--- src/rtl/uart_rx_dma_ctrl.sv ---
// uart_rx_dma_ctrl
//
// Drains the UART receive FIFO and writes the received bytes into a circular
// buffer of 32-bit words in system memory. Bytes are packed little-endian:
// the first byte goes into lane 0. Each completed word is written with one
// single-beat request/grant transaction.
//
// Optional feature: define UART_RX_DMA_TIMEOUT_EN to flush a partial word
// once cfg_timeout ticks pass with no new data. A flushed word carries a
// partial byte-strobe mask. Without the macro, only full words are written.
//
// Ports:
//   ACLK, ARESETn         clock; asynchronous active-low reset
//   cfg_en                DMA enable (level); a rising edge restarts wr_ptr at 0
//   cfg_base_addr         buffer base address (bits [1:0] ignored)
//   cfg_len_words         buffer length in words (0 behaves as 1)
//   cfg_timeout           idle timeout in ticks, 0 = off (timeout build only)
//   timeout_tick          one-cycle tick, one UART bit time (timeout build only)
//   rx_ready              RX FIFO non-empty
//   rx_data               RX FIFO read data
//   rx_data_read_valid    RX FIFO read data valid
//   rx_data_reg_rd        RX FIFO pop, one-cycle pulse
//   mem_req/mem_gnt       write request / write accepted
//   mem_addr              write address (base + wr_ptr*4)
//   mem_wdata, mem_wstrb  write data and byte strobes
//   wr_ptr                current word index within the buffer
//   buf_wrap              one-cycle pulse after the write that wraps wr_ptr
module uart_rx_dma_ctrl #(
    parameter int ADDR_WIDTH = 32,
    parameter int LEN_WIDTH  = 16
) (
    input  logic                  ACLK,
    input  logic                  ARESETn,
    input  logic                  cfg_en,
    input  logic [ADDR_WIDTH-1:0] cfg_base_addr,
    input  logic [LEN_WIDTH-1:0]  cfg_len_words,
    input  logic [7:0]            cfg_timeout,
    input  logic                  timeout_tick,
    input  logic                  rx_ready,
    input  logic [7:0]            rx_data,
    input  logic                  rx_data_read_valid,
    output logic                  rx_data_reg_rd,
    output logic                  mem_req,
    input  logic                  mem_gnt,
    output logic [ADDR_WIDTH-1:0] mem_addr,
    output logic [31:0]           mem_wdata,
    output logic [3:0]            mem_wstrb,
    output logic [LEN_WIDTH-1:0]  wr_ptr,
    output logic                  buf_wrap
);

    typedef enum logic [1:0] {IDLE, POP, WAIT_DATA, WRITE} state_t;

    state_t                 state;
    logic [1:0]             byte_cnt;
    logic [31:0]            data_q;
    logic [3:0]             strb_q;
    logic [LEN_WIDTH-1:0]   ptr_q;
    logic                   en_q;
    logic [LEN_WIDTH-1:0]   last_idx;
    logic [ADDR_WIDTH-1:0]  base_aligned;

    // Index of the last word in the buffer. A length of 0 behaves as 1.
    always_comb begin
        last_idx = '0;
        if (cfg_len_words != '0)
            last_idx = cfg_len_words - LEN_WIDTH'(1);
    end

    always_comb begin
        base_aligned = {cfg_base_addr[ADDR_WIDTH-1:2], 2'b00};
        mem_addr     = base_aligned + (ADDR_WIDTH'(ptr_q) << 2);
    end

    assign mem_wdata = data_q;
    assign mem_wstrb = strb_q;
    assign wr_ptr    = ptr_q;

`ifdef UART_RX_DMA_TIMEOUT_EN
    logic [7:0] idle_cnt;
    logic       timeout_hit;

    always_comb
        timeout_hit = (cfg_timeout != 8'd0) && (idle_cnt == cfg_timeout) && (byte_cnt != 2'd0);

    logic unused_base_bits;
    assign unused_base_bits = ^cfg_base_addr[1:0];
`else
    logic unused_inputs;
    assign unused_inputs = ^{cfg_timeout, timeout_tick, cfg_base_addr[1:0]};
`endif

    always_ff @(posedge ACLK or negedge ARESETn) begin
        if (!ARESETn) begin
            state          <= IDLE;
            byte_cnt       <= '0;
            data_q         <= '0;
            strb_q         <= '0;
            ptr_q          <= '0;
            en_q           <= 1'b0;
            rx_data_reg_rd <= 1'b0;
            mem_req        <= 1'b0;
            buf_wrap       <= 1'b0;
`ifdef UART_RX_DMA_TIMEOUT_EN
            idle_cnt       <= '0;
`endif
        end else begin
            rx_data_reg_rd <= 1'b0;
            buf_wrap       <= 1'b0;
            en_q           <= cfg_en;

            case (state)
                IDLE: begin
                    if (cfg_en && rx_ready) begin
                        // A pending pop takes priority over a timeout hit
                        // in the same cycle.
                        state          <= POP;
                        rx_data_reg_rd <= 1'b1;
`ifdef UART_RX_DMA_TIMEOUT_EN
                        idle_cnt       <= '0;
`endif
                    end else if (!cfg_en) begin
                        // Disabled while idle: drop any partial word.
                        byte_cnt <= '0;
                        data_q   <= '0;
                        strb_q   <= '0;
`ifdef UART_RX_DMA_TIMEOUT_EN
                        idle_cnt <= '0;
`endif
                    end
`ifdef UART_RX_DMA_TIMEOUT_EN
                    else if (timeout_hit) begin
                        state   <= WRITE;
                        mem_req <= 1'b1;
                    end else if ((byte_cnt != 2'd0) && timeout_tick) begin
                        idle_cnt <= idle_cnt + 8'd1;
                    end
`endif
                end

                POP: state <= WAIT_DATA;

                WAIT_DATA: begin
                    if (rx_data_read_valid) begin
                        data_q[{byte_cnt, 3'b000} +: 8] <= rx_data;
                        strb_q[byte_cnt]                <= 1'b1;
                        if (byte_cnt == 2'd3) begin
                            state   <= WRITE;
                            mem_req <= 1'b1;
                        end else begin
                            byte_cnt <= byte_cnt + 2'd1;
                            state    <= IDLE;
                        end
                    end
                end

                WRITE: begin
                    if (mem_gnt) begin
                        mem_req  <= 1'b0;
                        byte_cnt <= '0;
                        data_q   <= '0;
                        strb_q   <= '0;
                        state    <= IDLE;
`ifdef UART_RX_DMA_TIMEOUT_EN
                        idle_cnt <= '0;
`endif
                        if (ptr_q == last_idx) begin
                            ptr_q    <= '0;
                            buf_wrap <= 1'b1;
                        end else begin
                            ptr_q <= ptr_q + LEN_WIDTH'(1);
                        end
                    end
                end

                default: state <= IDLE;
            endcase

            // An enable rising edge restarts the buffer. This assignment comes
            // last, so it overrides a pointer advance in the same cycle.
            if (cfg_en && !en_q)
                ptr_q <= '0;
        end
    end

endmodule

--- config.mk ---
export PLATFORM = sky130hd
export DESIGN_NAME = uart_rx_dma_ctrl
export DESIGN_NICKNAME = d
export VERILOG_FILES = /design/src/rtl/uart_rx_dma_ctrl.sv
export SDC_FILE = /design/constraint.sdc
export NUM_CORES = 1
export LEC_CHECK = 0
export ABC_AREA = 1
export CAP_MARGIN = 20
export CORE_MARGIN = 8
export CORE_UTILIZATION = 52
export DETAILED_ROUTE_END_ITERATION = 12
export HOLD_SLACK_MARGIN = 0.05
export PLACE_DENSITY = 0.92
export SETUP_SLACK_MARGIN = 0.3
export SYNTH_ARGS = -nofsm -noshare
export SYNTH_HDL_FRONTEND = slang
export SYNTH_SLANG_ARGS = --single-unit
--- constraint.sdc ---
create_clock -name ACLK -period 7.5 [get_ports ACLK]
set_input_delay 1.5 -clock ACLK [delete_from_list [all_inputs] [get_ports ACLK]]
set_output_delay 1.5 -clock ACLK [all_outputs]
set_load 0.005 [all_outputs]
==> qor.yml, run 1 <==
die:
  start_util_pct: 52.9
  placementRows: 36
  die_h_um: 115
  ioPinCount: 158
  dieArea_um2: 13300
  core-area_um2: 9680
  die_w_um: 115
drt:
  num_vias: 5646
  viasPerCell: 5.38
  final_antenna_net_count: 0
  drt_pass1_iterations: 6
  avgRoutedWirePerCell_um: 16.0
  dr.first_iter.drc_count: 466
  drt-total-wl_mm: 16.8
  drc: 0
timing:
  fin_crit_ns: 5.97
  setup_viol_count_final: 0
  slew_headroom_pct: 37.2
  tightest_slew_ns: 0.935
  max_freq_mhz: 167
  drv_slew: 0
  fin_crit_sh_pct: 79.6
  fin_worst_skew_ns: 0.0122
  hold_ws_ns: 0.511
  rsz0062_at_grt: "false"
  setup_tns_ns: 0
  hold_viol_final: 0
clock_network:
  tritoncts: "yes"
  cts_hold_buffers: 0
  cts_setup_buffers: 0
  clkSlewWorstSetupHoldPaths_ns: 0.06
  worstSkewPairLatency_ns: 0.36
  clock-sinks: 60
  cts_buffer_depth: 2
  cts-buffers-inserted: 9
  h-tree-depth: 3
  cts_resized: 0
  cts-root-buf: "clkbuf_8"
critical_path:
  crit_path_end_kind: "primary output"
  path_buf_inv: 3
  required_ns: 6.00
  crit_family: "buffers and inverters"
  crit_path_max_incr_delay_ns: 0.53
  slowest_stage: "clkdlybuf4s50_1"
  crit_chain: "clkdlybuf4s50_1 -> ha_1 -> inv_1 -> fa_1 -> o21ai_0 -> a21oi_1 -> o21ai_0 -> nand3_1 -> xnor2_1 -> clkdlybuf4s50_1"
  worstPathMaxFanout: 4
  crit_path_start_kind: "input pin"
  cp.arrival_ns: 4.47
  path_class: "in2out"
logic_synthesis:
  muxShareOfSynthArea_pct: 0
  netlist-cell-type-count: 46
  syn_inst: 769
  ys_seq_area_share_pct: 29.3
  syn_area_per_cell_um2: 6.67
  synth_edf_count: 0
  synth_fa_ha_area_share_pct: 5.76
  ys_warn_count: 0
  synth_flop_cell: "dfrtp_1"
  synthSimpleGateAreaFrac_pct: 37.8
  synth_top_family_by_area: "simple AND/OR/NAND/NOR gates"
  async_flop_share_pct: 100
  synth_compound_area_share_pct: 12.2
  ys_ff_latch: 60
  synthXorXnorAreaFrac_pct: 5.30
  syn-cell-area_um2: 5130
placement:
  place.gp.congestion: 0.935
  portBuffers: 144
  hpwl_mm: 12.8
min_path:
  min_path_type: "reg2reg"
grt:
  grt_start_max_net_pins: 61
  gr-usage-all-layers_pct: 25.4
  gr-total-overflow: 0
  grt_pass1_vias: 5464
  grt_pass1_wl_mm: 26.9
  antenna_found_initial: 0
run_status:
  outcome: "complete, no violations"
layout:
  antennaDiodeCount: 0
  syn_to_final_growth_pct: 34.1
  drive_gt1_share_pct: 6.32
  nets: 1006
pwr:
  ir_drop_uv: 269
  power_density_nw_per_um2: 175
  p_leak_uw: 0.00313
flow_run:
  maxCapViolations: 0
## stage by stage
stage / setup slack (ns) / utilization [%] / total power (uW) / cell area [um2] / std cells
after floorplan: 2.87 / - / 674 / 5130 / 770
after global placement: 1.57 / 68.6 / 833 / 6640 / 1034
after detailed placement: 1.53 / 68.6 / 848 / 6640 / 1034
after CTS: 1.52 / 71.0 / 1200 / 6880 / 1050
after global routing: 1.26 / 71.0 / 1270 / 6880 / 1050
final: 1.53 / 71.0 / 1200 / 6880 / 1050
## cells by family (layout without fill, tap and decap cells)
group                    count (synthesis)  after routing
flip-flops                              60             60
buffers and inverters                  118            265
AO/OA/AOI/OAI                          109            109
adder cells (fa/ha/maj)                 23             23
other                                    1              2
AND/OR/NAND/NOR                        427            427
XOR/XNOR                                31             31
## final cells by class
class,count,area (um2)
clock buffers,11,151
clock inverters,5,83.8
fillers,779,2810
inverters,104,390
multi-input cells,592,3140
flip-flops and latches,60,1500
well taps,133,166
repair buffers,145,1440
## path summary, 6_finish.rpt
check	from	cells after the start	to	slack [ns]
max reg2reg	byte_cnt[0]	6	mem_wdata[13]	4.92
min in group asynchronous	ARESETn	2	mem_wdata[4]	1.29
max	cfg_base_addr[2]	10	mem_addr[26]	1.53
min	mem_wstrb[1]	2	mem_wstrb[1]	0.51
max in group asynchronous	ARESETn	2	wr_ptr[8]	5.71
min reg2reg	mem_wstrb[1]	2	mem_wstrb[1]	0.51
## state kept, by name, indices dropped and copies added (netlist names)
| name | count |
|---|---|
| byte_cnt | 2 |
| buf_wrap | 1 |
| wr_ptr | 16 |
| state | 2 |
| mem_wstrb | 4 |
| en_q | 1 |
| mem_wdata | 32 |
| mem_req | 1 |
| rx_data_reg_rd | 1 |
## cell usage after synthesis, drive strengths merged, types with 2 or more instances
cell	n	area, um2
nand3b	5	41.3
dfrtp	60	1500
inv	101	379
o31ai	7	52.6
clkbuf	4	15.0
nor3	19	95.1
clkinv	3	11.3
buf	10	85.1
o21ai	51	259
a21oi	33	180
ha	22	275
a21o	2	15.0
o21bai	5	37.5
nand2	208	841
a31oi	3	18.8
xor2	21	184
nand4	21	131
nor2	103	457
nor4	3	18.8
a21boi	2	15.0
nand3	65	335
o21a	2	15.0
xnor2	10	87.6
## layout by cell type, fill, tap and decap left out, types with 7 or more instances in the layout
master | Yosys | layout
nor2_1 | 89 | 89
a21oi_1 | 31 | 31
o31ai_1 | 7 | 7
clkbuf_8 | 0 | 11
nand3_1 | 63 | 63
dfrtp_1 | 60 | 60
nand2_2 | 12 | 12
nor2_4 | 7 | 7
nand4_1 | 21 | 21
nor3_1 | 19 | 19
inv_1 | 97 | 97
xor2_1 | 21 | 21
nor2_2 | 7 | 7
clkdlybuf4s50_1 | 0 | 143
xnor2_1 | 10 | 10
nand2_1 | 192 | 192
ha_1 | 22 | 22
o21ai_0 | 44 | 44
## worst reg2reg max path, cell delays in order (launching register included)
cell	delay, ns
dfrtp_1	0.74
inv_1	0.25
ha_1	0.39
inv_1	0.06
nor2_1	0.21
nand3_1	0.32
o31ai_1	0.49
## layer usage
| metal | track usage, % | vias up | wire, um |
|---|---|---|---|
| met2 | 44.1 | 212 | 8200 |
| met1 | 30.4 | 2606 | 7130 |
| met5 | 0 | - | 0 |
| li1 | - | 2793 | - |
| met3 | 5.09 | 35 | 1090 |
| met4 | 9.19 | 0 | 400 |
## where the power goes
group | leakage, uW | switching (uW) | internal, uW | total [uW]
combinational | 0.00219 | 280 | 178 | 458
sequential | 0.000823 | 41.6 | 360 | 402
clock | 0.000112 | 139 | 206 | 344
total | 0.00313 | 460 | 744 | 1200
(Power assumes the default switching activity.)
==> inputs of run 2 (changes only) <==
--- a/config.mk
+++ b/config.mk
@@ -8,10 +8,10 @@
 export ABC_AREA = 1
 export CAP_MARGIN = 20
 export CORE_MARGIN = 8
-export CORE_UTILIZATION = 52
+export CORE_UTILIZATION = 48
 export DETAILED_ROUTE_END_ITERATION = 12
 export HOLD_SLACK_MARGIN = 0.05
-export PLACE_DENSITY = 0.92
+export PLACE_DENSITY = 0.86
 export SETUP_SLACK_MARGIN = 0.3
 export SYNTH_ARGS = -nofsm -noshare
 export SYNTH_HDL_FRONTEND = slang
==> constraint.sdc (replaced) <==
create_clock -name ACLK -period 6.2 [get_ports ACLK]
set_input_delay 1.24 -clock ACLK [delete_from_list [all_inputs] [get_ports ACLK]]
set_output_delay 1.24 -clock ACLK [all_outputs]
set_load 0.005 [all_outputs]
==> qor.yml, run 2 (synthesis gave the netlist of run 1 again) <==
flow_run:
  maxCapViolations: 0  # unchanged
die:
  die_w_um: 119  # +3.5%
  placementRows: 37  # +2.8%
  core-area_um2: 10400  # +7.1%
  dieArea_um2: 14200  # +7.2%
  die_h_um: 119  # +3.5%
  start_util_pct: 49.4  # -3.5 points
  ioPinCount: 158  # unchanged
placement:
  place.gp.congestion: 0.963  # +3.0%
  hpwl_mm: 12.4  # -3.5%
  portBuffers: 144  # unchanged
  pre_cts_slack_ns: 0.732  # -0.795 ns
  dpl-instance-area_um2: 6650  # +0.17%
critical_path:
  crit_path_max_incr_delay_ns: 0.52  # about the same
  crit_path_start_kind: "input pin"
  crit_family: "buffers and inverters"
  path_class: "in2out"
  crit_chain: "clkdlybuf4s50_1 -> ha_1 -> inv_1 -> fa_1 -> o21ai_0 -> a21oi_1 -> o21ai_0 -> nand3_1 -> xnor2_1 -> clkdlybuf4s50_1"
  worstPathMaxFanout: 4  # unchanged
  cp.arrival_ns: 4.24  # -0.23 ns
  path_buf_inv: 3  # unchanged
  crit_path_end_kind: "primary output"
  required_ns: 4.96  # -1.04 ns
  slowest_stage: "clkdlybuf4s50_1"
layout:
  antennaDiodeCount: 0  # unchanged
  fillers: 932  # +20%
  final_cell_mix: "nand2_1, clkdlybuf4s50_1, inv_1"
  layout_commonest_cell: "nand2_1"
  nets: 1007  # +0.099%
  syn_to_final_growth_pct: 33.2
  postLayoutCoreUtil_pct: 65.9  # -5.1 points
  fin_area_um2: 6830  # -0.67%
  largest_reg_flops: 32  # unchanged
  drive_gt1_share_pct: 6.43  # +0.10 points
timing:
  hold_ws_ns: 0.483  # -0.0279 ns
  fin_crit_ns: 5.48
  hold_viol_final: 0  # unchanged
  setup_viol_count_final: 0  # unchanged
  rsz0062_at_grt: "false"
  drv_slew: 0  # unchanged
  slew_headroom_pct: 35.0  # -2.2 points
  tightest_slew_ns: 0.967  # +0.0322 ns
  max_freq_mhz: 183
  fin_worst_skew_ns: 0.00462  # -0.00760 ns
  setup_tns_ns: 0  # unchanged
  worst_slack_ns: 0.721  # -0.805 ns
  fin_crit_sh_pct: 88.4
clock_network:
  h-tree-depth: 3  # unchanged
  cts_setup_buffers: 0  # unchanged
  cts_hold_buffers: 0  # unchanged
  clkSlewWorstSetupHoldPaths_ns: 0.07  # about the same
  cts_buffer_depth: 2  # unchanged
  clock-sinks: 60  # unchanged
  cts_resized: 0  # unchanged
  cts-root-buf: "clkbuf_8"
  worstSkewPairLatency_ns: 0.35  # about the same
  tritoncts: "yes"
  cts-buffers-inserted: 9  # unchanged
pwr:
  pwr-share-comb_pct: 40.2  # +2.2 points
  p_seq_share_pct: 36.3  # +2.9 points
  ir_drop_uv: 226  # -16%
  p_leak_uw: 0.00310  # -0.83%
  net-switching-power_uw: 532  # +16%
  internal_power_uw: 805  # +8.2%
  power_density_nw_per_um2: 196  # +12%
  clkPwrFrac_pct: 23.5  # -5.1 points
  swShare_pct: 39.8  # +1.6 points
grt:
  gr-usage-all-layers_pct: 21.7  # -3.8 points
  grt_pass1_wl_mm: 25.5  # -5.1%
  gr-total-overflow: 0  # unchanged
  grt_pass1_vias: 5244  # -4.0%
  grt_start_max_net_pins: 61  # unchanged
  antenna_found_initial: 0  # unchanged
drt:
  final_antenna_net_count: 0  # unchanged
  drt_pass1_iterations: 5  # -1
  avgRoutedWirePerCell_um: 14.8  # -7.3%
  viasPerCell: 5.26  # -2.1%
  drc: 0  # unchanged
  drt-total-wl_mm: 15.6  # -7.0%
  num_vias: 5549  # -1.7%
  dr.first_iter.drc_count: 341  # -27%
run_status:
  outcome: "complete, no violations"
min_path:
  min_path_type: "reg2reg"
==> run 2: changes by cell type in the layout (fill, tap and decap cells not counted) <==
cell / previous run / this run
bufinv_16: 2 / 0
buf_4: 1 / 2
clkinv_4: 1 / 0
clkinv_2: 0 / 2
clkbuf_8: 11 / 10
clkinvlp_4: 2 / 4
==> run 2: final timing paths <==
kind	depth (start not counted)	slack (ns)	from	endpoint
hold reg to reg	2	0.48	mem_wdata[11]	mem_wdata[11]
setup reg to reg	5	3.68	byte_cnt[0]	mem_wdata[31]
max in group asynchronous	2	4.68	ARESETn	state[1]
hold / removal	2	0.48	mem_wdata[11]	mem_wdata[11]
setup / recovery	10	0.72	cfg_base_addr[2]	mem_addr[26]
min in group asynchronous	2	1.03	ARESETn	wr_ptr[11]
==> run 2: layout make-up <==
cell class,instances,area [um2],share of cell area (%)
Clock inverter,6,40.0,0.586
Timing Repair Buffer,146,1450,21.2
Inverter,104,390,5.72
Clock buffer,10,138,2.02
Tap cell,136,170,2.49
Multi-Input combinational cell,592,3140,46.0
Sequential cell,60,1500,22.0
==> run 2: per-stage QoR <==
stage / power (uW) / std cells
after floorplan: 815 / 770
after global placement: 1010 / 1038
after detailed placement: 1020 / 1038
after CTS: 1340 / 1054
after global routing: 1420 / 1054
final: 1340 / 1054
==> run 2: per-layer routing <==
layer  part of all wire, %  GRT usage (%)  routed length [um]  vias to the layer above
li1                      -              -                   -                     2793
met1                    43           26.3                6770                     2535
met2                    47           37.1                7360                      188
met3                   7.0           4.39                1090                       33
met4                   2.6           8.20                 413                        0
met5                     0              0                   0                        -
==> run 2: worst min-delay path, stage by stage (launching register included) <==
cell	delay [ns]
dfrtp_1	0.34
nand2_1	0.05
o31ai_1	0.06
==> run 2: power groups by stage <==
stage	clock [uW]	combinational (uW)	sequential [uW]
global route	336	596	491
finish	314	537	486
CTS	321	535	484
detailed placement	0	532	489
global placement	0	520	489
floorplan	0	339	475
